$ cat config.mk
export PLATFORM = sky130hd
export DESIGN_NAME = vga_timing_detector_flat
export DESIGN_NICKNAME = d
export VERILOG_FILES = /design/src/rtl/vga_timing_detector_if.sv /design/src/rtl/vga_timing_detector.sv /design/src/flat_wrapper.sv
export SDC_FILE = /design/constraint.sdc
export NUM_CORES = 1
export LEC_CHECK = 0
export ABC_AREA = 1
export CAP_MARGIN = 25
export CORE_MARGIN = 3
export CORE_UTILIZATION = 35
export DETAILED_ROUTE_END_ITERATION = 12
export GPL_TIMING_DRIVEN = 0
export PLACE_DENSITY_LB_ADDON = 0.25
export SETUP_SLACK_MARGIN = 0.5
export SLEW_MARGIN = 20
export SYNTH_ARGS = -nofsm -noshare
export SYNTH_HDL_FRONTEND = slang
export SYNTH_SLANG_ARGS = --single-unit
$ cat constraint.sdc
create_clock -name vga_clk -period 2.48 [get_ports vga_clk]
set_clock_uncertainty 0.05 [all_clocks]
set_input_delay 0.496 -clock vga_clk [delete_from_list [all_inputs] [get_ports vga_clk]]
set_output_delay 0.496 -clock vga_clk [all_outputs]
set_load 0.01 [all_outputs]
$ cat src/rtl/vga_timing_detector_if.sv
// Bundles the sync input side and the measurement/address outputs of the VGA timing detector.
//   slave  : the detector (consumes strobe + syncs, drives measurements and addresses)
//   master : the source/consumer side (drives strobe + syncs, reads results)
// Signals:
//   pix_en, hsync_in, vsync_in                  : pixel strobe and active-low syncs
//   h_total, h_sync_w, v_total, v_sync_w        : latched per-frame measurements
//   meas_valid, err                             : one-cycle pulses
//   locked, active, col_addr, row_addr          : lock status and regenerated raster position
interface vga_timing_detector_if #(
  parameter int unsigned CNT_W = 11
);
  logic             pix_en;
  logic             hsync_in;
  logic             vsync_in;
  logic [CNT_W-1:0] h_total;
  logic [CNT_W-1:0] h_sync_w;
  logic [CNT_W-1:0] v_total;
  logic [CNT_W-1:0] v_sync_w;
  logic             meas_valid;
  logic             locked;
  logic             err;
  logic             active;
  logic [CNT_W-1:0] col_addr;
  logic [CNT_W-1:0] row_addr;

  modport master (
    output pix_en, hsync_in, vsync_in,
    input  h_total, h_sync_w, v_total, v_sync_w, meas_valid, locked, err, active,
           col_addr, row_addr
  );

  modport slave (
    input  pix_en, hsync_in, vsync_in,
    output h_total, h_sync_w, v_total, v_sync_w, meas_valid, locked, err, active,
           col_addr, row_addr
  );
endinterface

$ cat src/rtl/vga_timing_detector.sv
// Receive-side VGA timing detector: samples HSYNC/VSYNC on pix_en strobes, measures line and
// frame timing, locks after LOCK_FRAMES consecutive matching frames and regenerates the
// active-area flag with column/row addresses.
// Ports:
//   vga_clk : sampling clock
//   rst_n   : asynchronous active-low reset
//   vga_io  : slave side of vga_timing_detector_if (strobe/sync inputs, measurement outputs)
module vga_timing_detector #(
  parameter int unsigned CNT_W       = 11,
  parameter int unsigned LOCK_FRAMES = 2,
  parameter int unsigned H_START     = 216,
  parameter int unsigned H_ACTIVE    = 800,
  parameter int unsigned V_START     = 27,
  parameter int unsigned V_ACTIVE    = 600
) (
  input  logic                  vga_clk,
  input  logic                  rst_n,
  vga_timing_detector_if.slave  vga_io
);

  localparam logic [CNT_W-1:0] CntMax     = '1;
  localparam logic [CNT_W-1:0] CntOne     = CNT_W'(1);
  localparam logic [CNT_W-1:0] HStart     = CNT_W'(H_START);
  localparam logic [CNT_W-1:0] HEnd       = CNT_W'(H_START + H_ACTIVE);
  localparam logic [CNT_W-1:0] VStart     = CNT_W'(V_START);
  localparam logic [CNT_W-1:0] VEnd       = CNT_W'(V_START + V_ACTIVE);
  localparam logic [2:0]       LockFrames = 3'(LOCK_FRAMES);

  typedef enum logic [1:0] {StSearch, StArmed, StMeasure, StLocked} state_e;

  state_e state_q, state_d;
  logic [2:0] match_q, match_d, match_inc;

  // Sync samplers; vsync is only looked at on line events, so one stage suffices there.
  logic hs_s1_q, hs_s2_q, vs_s1_q;
  logic vs_prev_q, vs_prev_d;  // vsync level seen at the previous line event

  logic [CNT_W-1:0] h_cnt_q, h_cnt_d, line_len_q, line_len_d;
  logic [CNT_W-1:0] hs_w_q, hs_w_d, hs_len_q, hs_len_d;
  logic [CNT_W-1:0] v_cnt_q, v_cnt_d, frame_lines_q, frame_lines_d;
  logic [CNT_W-1:0] vs_w_q, vs_w_d, vs_len_q, vs_len_d;

  logic [CNT_W-1:0] h_total_q, h_sync_w_q, v_total_q, v_sync_w_q;
  logic             meas_valid_q, err_q, locked_q, active_q;
  logic [CNT_W-1:0] col_q, row_q;

  logic             sample, hs_fall, hs_rise, line_ev, frame_start, timeout;
  logic [CNT_W-1:0] line_len_new, frame_lines_new;
  logic             set_eq, latch, err_d;
  logic             act_d;
  logic [CNT_W-1:0] col_d, row_d;

  assign sample          = vga_io.pix_en;
  assign hs_fall         = hs_s2_q & ~hs_s1_q;
  assign hs_rise         = ~hs_s2_q & hs_s1_q;
  assign line_ev         = sample & hs_fall;
  assign frame_start     = line_ev & ~vs_s1_q & vs_prev_q;
  // Saturated line counter means no hsync edge for a whole counter range.
  assign timeout         = sample & ~hs_fall & (h_cnt_q == CntMax);
  assign line_len_new    = h_cnt_q + CntOne;
  assign frame_lines_new = v_cnt_q + CntOne;
  assign match_inc       = match_q + 3'd1;

  // The candidate frame set is the line/frame just completed plus the latest latched widths.
  assign set_eq = (line_len_new == h_total_q) && (hs_len_q == h_sync_w_q) &&
                  (frame_lines_new == v_total_q) && (vs_len_q == v_sync_w_q);

  // Line and frame measurement counters.
  always_comb begin
    h_cnt_d       = h_cnt_q;
    line_len_d    = line_len_q;
    hs_w_d        = hs_w_q;
    hs_len_d      = hs_len_q;
    v_cnt_d       = v_cnt_q;
    frame_lines_d = frame_lines_q;
    vs_w_d        = vs_w_q;
    vs_len_d      = vs_len_q;
    vs_prev_d     = vs_prev_q;
    if (sample) begin
      if (hs_fall) begin
        h_cnt_d    = '0;
        line_len_d = line_len_new;
      end else if (h_cnt_q != CntMax) begin
        h_cnt_d = h_cnt_q + CntOne;
      end

      if (hs_rise) begin
        hs_len_d = hs_w_q;
        hs_w_d   = '0;
      end else if (!hs_s1_q && (hs_w_q != CntMax)) begin
        hs_w_d = hs_w_q + CntOne;
      end

      if (hs_fall) begin
        vs_prev_d = vs_s1_q;
        if (frame_start) begin
          v_cnt_d       = '0;
          frame_lines_d = frame_lines_new;
        end else if (v_cnt_q != CntMax) begin
          v_cnt_d = v_cnt_q + CntOne;
        end
        if (!vs_s1_q) begin
          if (vs_w_q != CntMax) vs_w_d = vs_w_q + CntOne;
        end else if (!vs_prev_q) begin
          vs_len_d = vs_w_q;
          vs_w_d   = '0;
        end
      end
    end
  end

  // Lock FSM: next state, match counting, latch and error strobes.
  always_comb begin
    state_d = state_q;
    match_d = match_q;
    latch   = 1'b0;
    err_d   = 1'b0;
    if (timeout) begin
      state_d = StSearch;
      match_d = '0;
      err_d   = (state_q == StLocked);
    end else if (line_ev) begin
      case (state_q)
        StSearch: begin
          if (frame_start) begin
            state_d = StArmed;
            match_d = '0;
          end
        end
        StArmed: begin
          if (frame_start) begin
            latch   = 1'b1;
            state_d = StMeasure;
          end
        end
        StMeasure: begin
          if (frame_start) begin
            latch = 1'b1;
            if (set_eq) begin
              match_d = match_inc;
              if (match_inc == LockFrames) state_d = StLocked;
            end else begin
              match_d = '0;
            end
          end else if (line_len_new != line_len_q) begin
            match_d = '0;
          end
        end
        StLocked: begin
          if ((line_len_new != h_total_q) || (frame_start && !set_eq)) begin
            state_d = StSearch;
            match_d = '0;
            err_d   = 1'b1;
          end else if (frame_start) begin
            latch = 1'b1;
          end
        end
      endcase
    end
  end

  // Active-area decode from the current raster position.
  always_comb begin
    act_d = locked_q && (h_cnt_q >= HStart) && (h_cnt_q < HEnd) &&
            (v_cnt_q >= VStart) && (v_cnt_q < VEnd);
    col_d = act_d ? (h_cnt_q - HStart) : '0;
    row_d = act_d ? (v_cnt_q - VStart) : '0;
  end

  always_ff @(posedge vga_clk or negedge rst_n) begin
    if (!rst_n) begin
      state_q       <= StSearch;
      match_q       <= '0;
      hs_s1_q       <= 1'b1;
      hs_s2_q       <= 1'b1;
      vs_s1_q       <= 1'b1;
      vs_prev_q     <= 1'b1;
      h_cnt_q       <= '0;
      line_len_q    <= '0;
      hs_w_q        <= '0;
      hs_len_q      <= '0;
      v_cnt_q       <= '0;
      frame_lines_q <= '0;
      vs_w_q        <= '0;
      vs_len_q      <= '0;
      h_total_q     <= '0;
      h_sync_w_q    <= '0;
      v_total_q     <= '0;
      v_sync_w_q    <= '0;
      meas_valid_q  <= 1'b0;
      err_q         <= 1'b0;
      locked_q      <= 1'b0;
      active_q      <= 1'b0;
      col_q         <= '0;
      row_q         <= '0;
    end else begin
      if (sample) begin
        hs_s1_q  <= vga_io.hsync_in;
        hs_s2_q  <= hs_s1_q;
        vs_s1_q  <= vga_io.vsync_in;
        state_q  <= state_d;
        match_q  <= match_d;
        locked_q <= (state_d == StLocked);
      end
      if (latch) begin
        h_total_q  <= line_len_new;
        h_sync_w_q <= hs_len_q;
        v_total_q  <= frame_lines_new;
        v_sync_w_q <= vs_len_q;
      end
      h_cnt_d_reg: begin end
      h_cnt_q       <= h_cnt_d;
      line_len_q    <= line_len_d;
      hs_w_q        <= hs_w_d;
      hs_len_q      <= hs_len_d;
      v_cnt_q       <= v_cnt_d;
      frame_lines_q <= frame_lines_d;
      vs_w_q        <= vs_w_d;
      vs_len_q      <= vs_len_d;
      vs_prev_q     <= vs_prev_d;
      // Pulses are refreshed every clock so they last exactly one vga_clk.
      meas_valid_q  <= latch;
      err_q         <= err_d;
      active_q      <= act_d;
      col_q         <= col_d;
      row_q         <= row_d;
    end
  end

  assign vga_io.h_total    = h_total_q;
  assign vga_io.h_sync_w   = h_sync_w_q;
  assign vga_io.v_total    = v_total_q;
  assign vga_io.v_sync_w   = v_sync_w_q;
  assign vga_io.meas_valid = meas_valid_q;
  assign vga_io.err        = err_q;
  assign vga_io.locked     = locked_q;
  assign vga_io.active     = active_q;
  assign vga_io.col_addr   = col_q;
  assign vga_io.row_addr   = row_q;

endmodule

$ cat src/flat_wrapper.sv
// flat-port wrapper written by rule: the top's interface ports become plain ports
module vga_timing_detector_flat 
#(
  parameter int unsigned CNT_W       = 11,
  parameter int unsigned LOCK_FRAMES = 2,
  parameter int unsigned H_START     = 216,
  parameter int unsigned H_ACTIVE    = 800,
  parameter int unsigned V_START     = 27,
  parameter int unsigned V_ACTIVE    = 600
)
  (vga_clk, rst_n, vga_io_pix_en, vga_io_hsync_in, vga_io_vsync_in, vga_io_h_total, vga_io_h_sync_w, vga_io_v_total, vga_io_v_sync_w, vga_io_meas_valid, vga_io_locked, vga_io_err, vga_io_active, vga_io_col_addr, vga_io_row_addr);
  vga_timing_detector_if #(.CNT_W(CNT_W)) vga_io_i ();
  input  logic vga_clk;
  input  logic rst_n;
  input wire logic [$bits(vga_io_i.pix_en)-1:0] vga_io_pix_en;
  input wire logic [$bits(vga_io_i.hsync_in)-1:0] vga_io_hsync_in;
  input wire logic [$bits(vga_io_i.vsync_in)-1:0] vga_io_vsync_in;
  output wire logic [$bits(vga_io_i.h_total)-1:0] vga_io_h_total;
  output wire logic [$bits(vga_io_i.h_sync_w)-1:0] vga_io_h_sync_w;
  output wire logic [$bits(vga_io_i.v_total)-1:0] vga_io_v_total;
  output wire logic [$bits(vga_io_i.v_sync_w)-1:0] vga_io_v_sync_w;
  output wire logic [$bits(vga_io_i.meas_valid)-1:0] vga_io_meas_valid;
  output wire logic [$bits(vga_io_i.locked)-1:0] vga_io_locked;
  output wire logic [$bits(vga_io_i.err)-1:0] vga_io_err;
  output wire logic [$bits(vga_io_i.active)-1:0] vga_io_active;
  output wire logic [$bits(vga_io_i.col_addr)-1:0] vga_io_col_addr;
  output wire logic [$bits(vga_io_i.row_addr)-1:0] vga_io_row_addr;
  assign vga_io_i.pix_en = vga_io_pix_en;
  assign vga_io_i.hsync_in = vga_io_hsync_in;
  assign vga_io_i.vsync_in = vga_io_vsync_in;
  assign vga_io_h_total = vga_io_i.h_total;
  assign vga_io_h_sync_w = vga_io_i.h_sync_w;
  assign vga_io_v_total = vga_io_i.v_total;
  assign vga_io_v_sync_w = vga_io_i.v_sync_w;
  assign vga_io_meas_valid = vga_io_i.meas_valid;
  assign vga_io_locked = vga_io_i.locked;
  assign vga_io_err = vga_io_i.err;
  assign vga_io_active = vga_io_i.active;
  assign vga_io_col_addr = vga_io_i.col_addr;
  assign vga_io_row_addr = vga_io_i.row_addr;
  vga_timing_detector #(.CNT_W(CNT_W), .LOCK_FRAMES(LOCK_FRAMES), .H_START(H_START), .H_ACTIVE(H_ACTIVE), .V_START(V_START), .V_ACTIVE(V_ACTIVE)) u_core (.vga_clk(vga_clk), .rst_n(rst_n), .vga_io(vga_io_i));
endmodule
## Word-level counts from Yosys, hierarchy flattened

Index checks and enable logic that the tools add are counted.

- Memory bits (read-only): 0
- Output and inout bits: 70
- Bits in registers: 156
- Latch bits: 0
- Bits in writable memories: 0
- Bits of input ports: 5
- Memories: 0

- $mul: 0
- $add $sub $neg: 7
- Multiplexer cells: 37
- Bitwise operators: 12
- Div/mod/pow operators: 0
- Shifts and indexed selects: 0
- Equality and inequality tests: 20
- Reductions and logical operators: 28
- Magnitude comparators: 4

Operators by type and width:

| cell | number |
|---|---|
| 11-bit 2-to-1 mux | 11 |
| 11-bit by 1-bit adder with 11-bit output (second input constant) | 4 |
| 11-bit equality test | 4 |
| 11-bit inequality test (second input constant) | 4 |
| 11-bit by 10-bit less-than comparator with 1-bit output (second input constant) | 2 |
| 11-bit inequality test | 2 |
| 3-bit 2-to-1 mux | 7 |
| 2-bit 2-to-1 mux | 8 |
| 11-bit equality test (second input constant) | 1 |
| 11-bit by 5-bit greater-or-equal comparator with 1-bit output (second input constant) | 1 |
| 11-bit by 8-bit greater-or-equal comparator with 1-bit output (second input constant) | 1 |
| 11-bit by 5-bit subtractor with 11-bit output (second input constant) | 1 |
| 11-bit by 8-bit subtractor with 11-bit output (second input constant) | 1 |
| 2-bit nonzero test | 5 |
| 1-bit logical AND | 9 |
| 3-bit one-hot mux with 3 select lines | 1 |
| 1-bit 2-to-1 mux | 8 |
| 2-bit one-hot mux with 4 select lines | 1 |
| 2-bit AND reduction | 4 |
| 4-bit AND reduction | 2 |
| 1-bit bitwise AND | 7 |
| 2-bit equality test (second input constant) | 3 |
| 6-bit AND reduction | 1 |
| 1-bit inverter | 5 |
| 14 further kinds | 15 |

## Logic depth before layout (Yosys ltp)

- Word-level depth: 13
- Mapped depth: 20
- Gate-level depth less buffers: 20

## Worst setup path after synthesis

Ideal clock, no wire load.

- Kind: register -> register
- From: register u_core.h_cnt_q[0]
- To: register u_core.v_sync_w_q[10], in the netlist u_core.vga_io.v_sync_w[10]
- Slack: -0.012 ns
- Clock period less this slack: 2.492 ns
- Cell stages (with the launch flop): 16
- Data arrival time: 2.321 ns
- Library setup time: 0.121 ns
- Cells stage by stage: dfrtp_1 inv_1 ha_1 xor2_1 nor2_1 nand4_1 nor2_1 nand3_1 nor2_4 nand3_2 a21oi_2 nand2_2 buf_6 buf_6 nand2_1 o21ai_1

- Cells in the longest elaborated chain, start to end: 12
- Elaborated cells between the ends (all ways): 15
- Classes of those cells: add/sub (1); eq/ne (3); mux (4); bitwise (1); reduce/logical (6)

Ends and longest elaborated chain:

| element | line | text |
|---|---|---|
| start, declared | vga_timing_detector.sv:38 | `logic [CNT_W-1:0] h_cnt_q, h_cnt_d, line_len_q, line_len_d;` |
| start signal, assigned | vga_timing_detector.sv:212 | `h_cnt_q <= h_cnt_d;` |
| 11-bit by 1-bit adder with 11-bit output (*) | vga_timing_detector.sv:60 | `assign line_len_new = h_cnt_q + CntOne;` |
| via u_core.line_len_new[0] | vga_timing_detector.sv:48 | `logic [CNT_W-1:0] line_len_new, frame_lines_new;` |
| 11-bit equality test | vga_timing_detector.sv:65 | `assign set_eq = (line_len_new == h_total_q) && (hs_len_q == h_sync_w_q) &&` |
| 1-bit logical AND (2 in a row) | vga_timing_detector.sv:65 |  |
| 1-bit logical AND | vga_timing_detector.sv:66 | `(frame_lines_new == v_total_q) && (vs_len_q == v_sync_w_q);` |
| 1-bit zero test | vga_timing_detector.sv:150 | `if ((line_len_new != h_total_q) \|\| (frame_start && !set_eq)) begin` |
| 1-bit logical AND | vga_timing_detector.sv:150 |  |
| 1-bit logical OR (*) | vga_timing_detector.sv:150 |  |
| 1-bit 2-to-1 mux (*) | vga_timing_detector.sv:150 |  |
| 1-bit one-hot mux with 2 select lines (*) | vga_timing_detector.sv:123 | `case (state_q)` |
| 1-bit 2-to-1 mux (*) | vga_timing_detector.sv:122 | `end else if (line_ev) begin` |
| 1-bit 2-to-1 mux (*) | vga_timing_detector.sv:118 | `if (timeout) begin` |
| end signal, assigned | vga_timing_detector.sv:209 | `v_sync_w_q <= vs_len_q;` |
| end, declared | vga_timing_detector.sv:43 | `logic [CNT_W-1:0] h_total_q, h_sync_w_q, v_total_q, v_sync_w_q;` |

The timed path passes the listed nets; every way through them passes the cells marked *.
A chain may end at the register's enable or synchronous reset.

## Worst setup path in the final report

- From: register u_core.h_cnt_q[0]
- To: register u_core.v_total_q[10], in the netlist u_core.vga_io.v_total[10]

- Cells in the longest elaborated chain, start to end: 12
- Elaborated cells between the ends (all ways): 15
- Classes of those cells: add/sub (1); eq/ne (3); mux (4); bitwise (1); reduce/logical (6)

Ends and longest elaborated chain:

| element | line | text |
|---|---|---|
| 11-bit by 1-bit adder with 11-bit output | vga_timing_detector.sv:60 |  |
| 11-bit equality test | vga_timing_detector.sv:65 |  |
| 1-bit logical AND (2 in a row) | vga_timing_detector.sv:65 |  |
| 1-bit logical AND | vga_timing_detector.sv:66 |  |
| 1-bit zero test | vga_timing_detector.sv:150 |  |
| 1-bit logical AND | vga_timing_detector.sv:150 |  |
| 1-bit logical OR | vga_timing_detector.sv:150 |  |
| 1-bit 2-to-1 mux | vga_timing_detector.sv:150 |  |
| 1-bit one-hot mux with 2 select lines | vga_timing_detector.sv:123 |  |
| 1-bit 2-to-1 mux | vga_timing_detector.sv:122 |  |
| 1-bit 2-to-1 mux (*) | vga_timing_detector.sv:118 |  |
| end signal, assigned | vga_timing_detector.sv:208 | `v_total_q <= frame_lines_new;` |
| end, declared | vga_timing_detector.sv:43 |  |

Mark *: on every way between the ends. The rest lies on a longest branch, timed or not.

==> impl_results.md <==
* Crit-path cells: ha_4 -> nand2_4 -> nor2_4 -> nand4_1 -> nand3_2 -> nand2_2 -> nor2_2 -> nand3_2 -> nor2_4 -> nand3_2 -> a21oi_2 -> nand2_4 -> buf_6 -> buf_12 -> nand2_1 -> o21ai_1
* Row Count at 54
* Mapped Area at around 8000 um2
* Main synth FF type: dfrtp_1
* Max stage delay cell, worst path: dfrtp_2
* Post-synth EDFFs at 0
* Area Overhead vs Synth at 41.8%
* Antenna fix cells at 0
* Failing checks: negative setup slack
* Vias in the first global route at 6,972
* Final Routed Wirelength at approximately 22 mm
* Die area at 24,600 um2
* Critical path launch point type: flip-flop
* Post-synthesis compound-gate area fraction at a little under an eighth
* ANT nets after route at 0
* Hold_ws at 342 ps
* Worst hold path type: input pin to flip-flop
* Clock latency on the worst-skew pair at 440 ps
* Clock sinks at between 150 and 200
* Final setup margin at -120 ps
* Longest Clk Path Bufs at 2
* Mux cell area share after synthesis at 0%
* Setup TNS Final at -3100 ps
* Final Hold Viols at 0
* Unrepaired setup endpoints after global routing: yes
* Largest area contributor in the netlist: dfrtp_1
* Status: finished with violations
* Die X at 157 um
* Crit Path Class: flip-flop to flip-flop
* CTS clk-pin slew, worst paths at about 70 ps
* CORE AREA at between 20,000 and 25,000 um2
* Pwr Total at 0.0101 W
* Vias per inst at 4.88
* Wirelength per Cell at 14.8 um
* Tightest Pin Transition at 509 ps
* Root Driver: clkbuf_16
* Syn Inst Count at 1,034
* CTS tree: yes
* Distinct cells, synth at 42
* Peak Freq at between 0.3 and 0.4 GHz
* Pwr/cell area at 892 nW/um2
* DR DRC count at 0
* Lkg Pwr at 5.53 nW
* Post-Syn Nets at 1,051
* Final clock period utilization by the worst path at 105%
* Layout cells sized above 1 at roughly a quarter
* Post-Synth Adder-Cell Area at 1.88%
* Iter 0 DRT Violations at 459
* YS warnings at 0
* GP Congestion at between 0.8 and 0.9
* Post-place setup slack at -530 ps
* Final net count at between 1,000 and 1,500
* Seq/Total Area, Yosys at between 40 and 50%
* DP HPWL at 14.8 mm
* Vias at 7,357
* Num CTS Buffers at 17
* Final min period at ~2600 ps
* Most frequent cell after synthesis: nand2_1
* Max cap viols at 0
* Count of pins over their slew limit at 0
* Final Setup Violations at 48
* # IOs at 75
* VDD IR max at 0.537 mV
* H-tree depth at 4
* Worst EP required at 2750 ps
* CP most frequent cell: nand3_2
* Cells after DPL at roughly 1,400
* Dominant cells by area after synthesis: dfrtp_1, nand2_1, inv_1, o21ai_0, nor2_1
* Post-synthesis simple-gate area fraction at 27.5%
* GRT Util Overall at between 10% and 20%
* Post-synthesis xor/xnor area fraction at 1.98%
* First-pass GRT wire length at 35.2 mm
* # port buffers at 73
* Post-synth ARST share at 100%
* Commonest cells post-synth: nand2_1, dfrtp_1, inv_1
* Worst EP arrival at 2870 ps
* Hold_sp: vga_io_pix_en
* Initial Util at about 36%
* Post-synthesis average cell area at 7.71 um2
* Post-synthesis register bit count at 156
* Worst rel slew slack at 66.1%
* Initial antenna violation count at 0
* Endpoint type of the worst setup path: flip-flop
* Crit. Startpoint: u_core.h_cnt_q[0]
* Grt total ovfl at 0
* Largest net degree at the start of global routing at between 90 and 100
* RR Startpoint: u_core.h_cnt_q[0]
* First-pass iteration count of the detailed router at 5
* Height of the die at 157 um
* Final Instance Count excl. Fillers at 1,509
* Top cell type's share of synthesized area at 47.7%
* CP max FO at 8
* Delay of the slowest critical-path stage at 410 ps
* Largest family of logic cells by synthesized area: simple AND/OR/NAND/NOR gates
[flip-flops by register name, summed over array words and instances, names as in the netlist, 11 cells and up]
name	count
u_core.vga_io.v_total	11
u_core.vga_io.row_addr	11
u_core.v_cnt_q	11
u_core.vs_len_q	11
u_core.line_len_q	11
u_core.vga_io.h_total	11
u_core.vga_io.v_sync_w	11
u_core.h_cnt_q	11
u_core.hs_w_q	11
u_core.hs_len_q	11
u_core.vga_io.col_addr	11
u_core.vs_w_q	11
u_core.vga_io.h_sync_w	11
[power breakdown]
group	leakage [nW]	switching [W]	internal (W)
clock	0.297	0.00113	0.00165
sequential	2.09	0.000528	0.00305
combinational	3.14	0.00211	0.00162
total	5.53	0.00377	0.00632
[cell type report]
class | instances | area, um2
Clock buffer | 20 | 457
Sequential cell | 156 | 3920
Fill cell | 2020 | 10800
Inverter | 141 | 564
Multi-Input combinational cell | 715 | 4080
Tap cell | 280 | 350
Timing Repair Buffer | 163 | 1580
Clock inverter | 12 | 163
Buffer | 22 | 199
[kinds of logic (layout without fill, tap and decap cells)]
family                   count (synthesis)  in the layout
buffers and inverters                  163            358
XOR/XNOR                                18             18
AO/OA/AOI/OAI                          168            168
adder cells (fa/ha/maj)                 12             12
AND/OR/NAND/NOR                        517            517
flip-flops                             156            156
[timing repair]
action | CTS | global route
hold buffers | 1 | 0
pin swaps | 29 | 42
hold endpoints to repair | 64 | 0
gates cloned | 1 | 1
endpoints found under the setup margin | 136 | 137
setup buffers | 43 | 43
gates resized for setup | 90 | 191
[metrics by stage]
stage                     instance area [um2]  utilization [%]
after floorplan                          8060                -
after global placement                   9140             41.4
after detailed placement                 9170             41.5
after CTS                               10400             47.0
after global routing                    11300             51.2
final                                   11300             51.2
[worst paths after layout]
check / endpoint / slack (ps) / cells past startpoint
min in group asynchronous: u_core.vga_io.row_addr[1] / 540 / 2
max reg2reg: u_core.vga_io.v_total[10] / -120 / 16
max in group asynchronous: u_core.hs_s1_q / 970 / 3
min reg2reg: u_core.vs_len_q[10] / 430 / 2
max: u_core.vga_io.v_total[10] / -120 / 16
min: u_core.hs_s1_q / 340 / 3
[cell usage in the layout, fill, tap and decap left out, types with 10 or more instances in the layout]
| master | Yosys | routed |
|---|---|---|
| nand3_2 | 3 | 14 |
| inv_1 | 137 | 125 |
| a21oi_1 | 29 | 22 |
| o21ai_0 | 95 | 69 |
| o21ai_2 | 6 | 13 |
| nor2_4 | 4 | 16 |
| nand2_1 | 296 | 247 |
| dlygate4sd2_1 | 0 | 12 |
| nor2_1 | 109 | 85 |
| buf_6 | 2 | 17 |
| dlymetal6s2s_1 | 0 | 16 |
| o21ai_1 | 6 | 25 |
| clkbuf_16 | 0 | 19 |
| nand2_4 | 0 | 12 |
| clkdlybuf4s50_1 | 0 | 44 |
| nand2_2 | 8 | 45 |
| nor2_2 | 0 | 12 |
| dfrtp_1 | 152 | 144 |
| xor2_1 | 12 | 10 |
| nand4_1 | 13 | 13 |
| o22ai_1 | 18 | 18 |
| buf_4 | 0 | 72 |
| nand3_1 | 49 | 36 |
[layer usage]
metal  vias up  global-route usage (%)  share of wire, %
met5         -                       0                 0
met2       161                    29.3                48
met4         0                    5.38               1.9
met3        27                    3.55               4.2
met1      3480                    24.4                46
li1       3689                       -                 -
[worst max-delay path, delay by kind of cell, from the launching register on]
| kind | cells | cell delay [ps] |
|---|---|---|
| flip-flops | 1 | 410 |
| adder cells (fa/ha/maj) | 1 | 160 |
| buffers and inverters | 2 | 300 |
| AND/OR/NAND/NOR | 11 | 1300 |
| AO/OA/AOI/OAI | 2 | 250 |
Note: power is estimated with default switching activity, not from simulation.
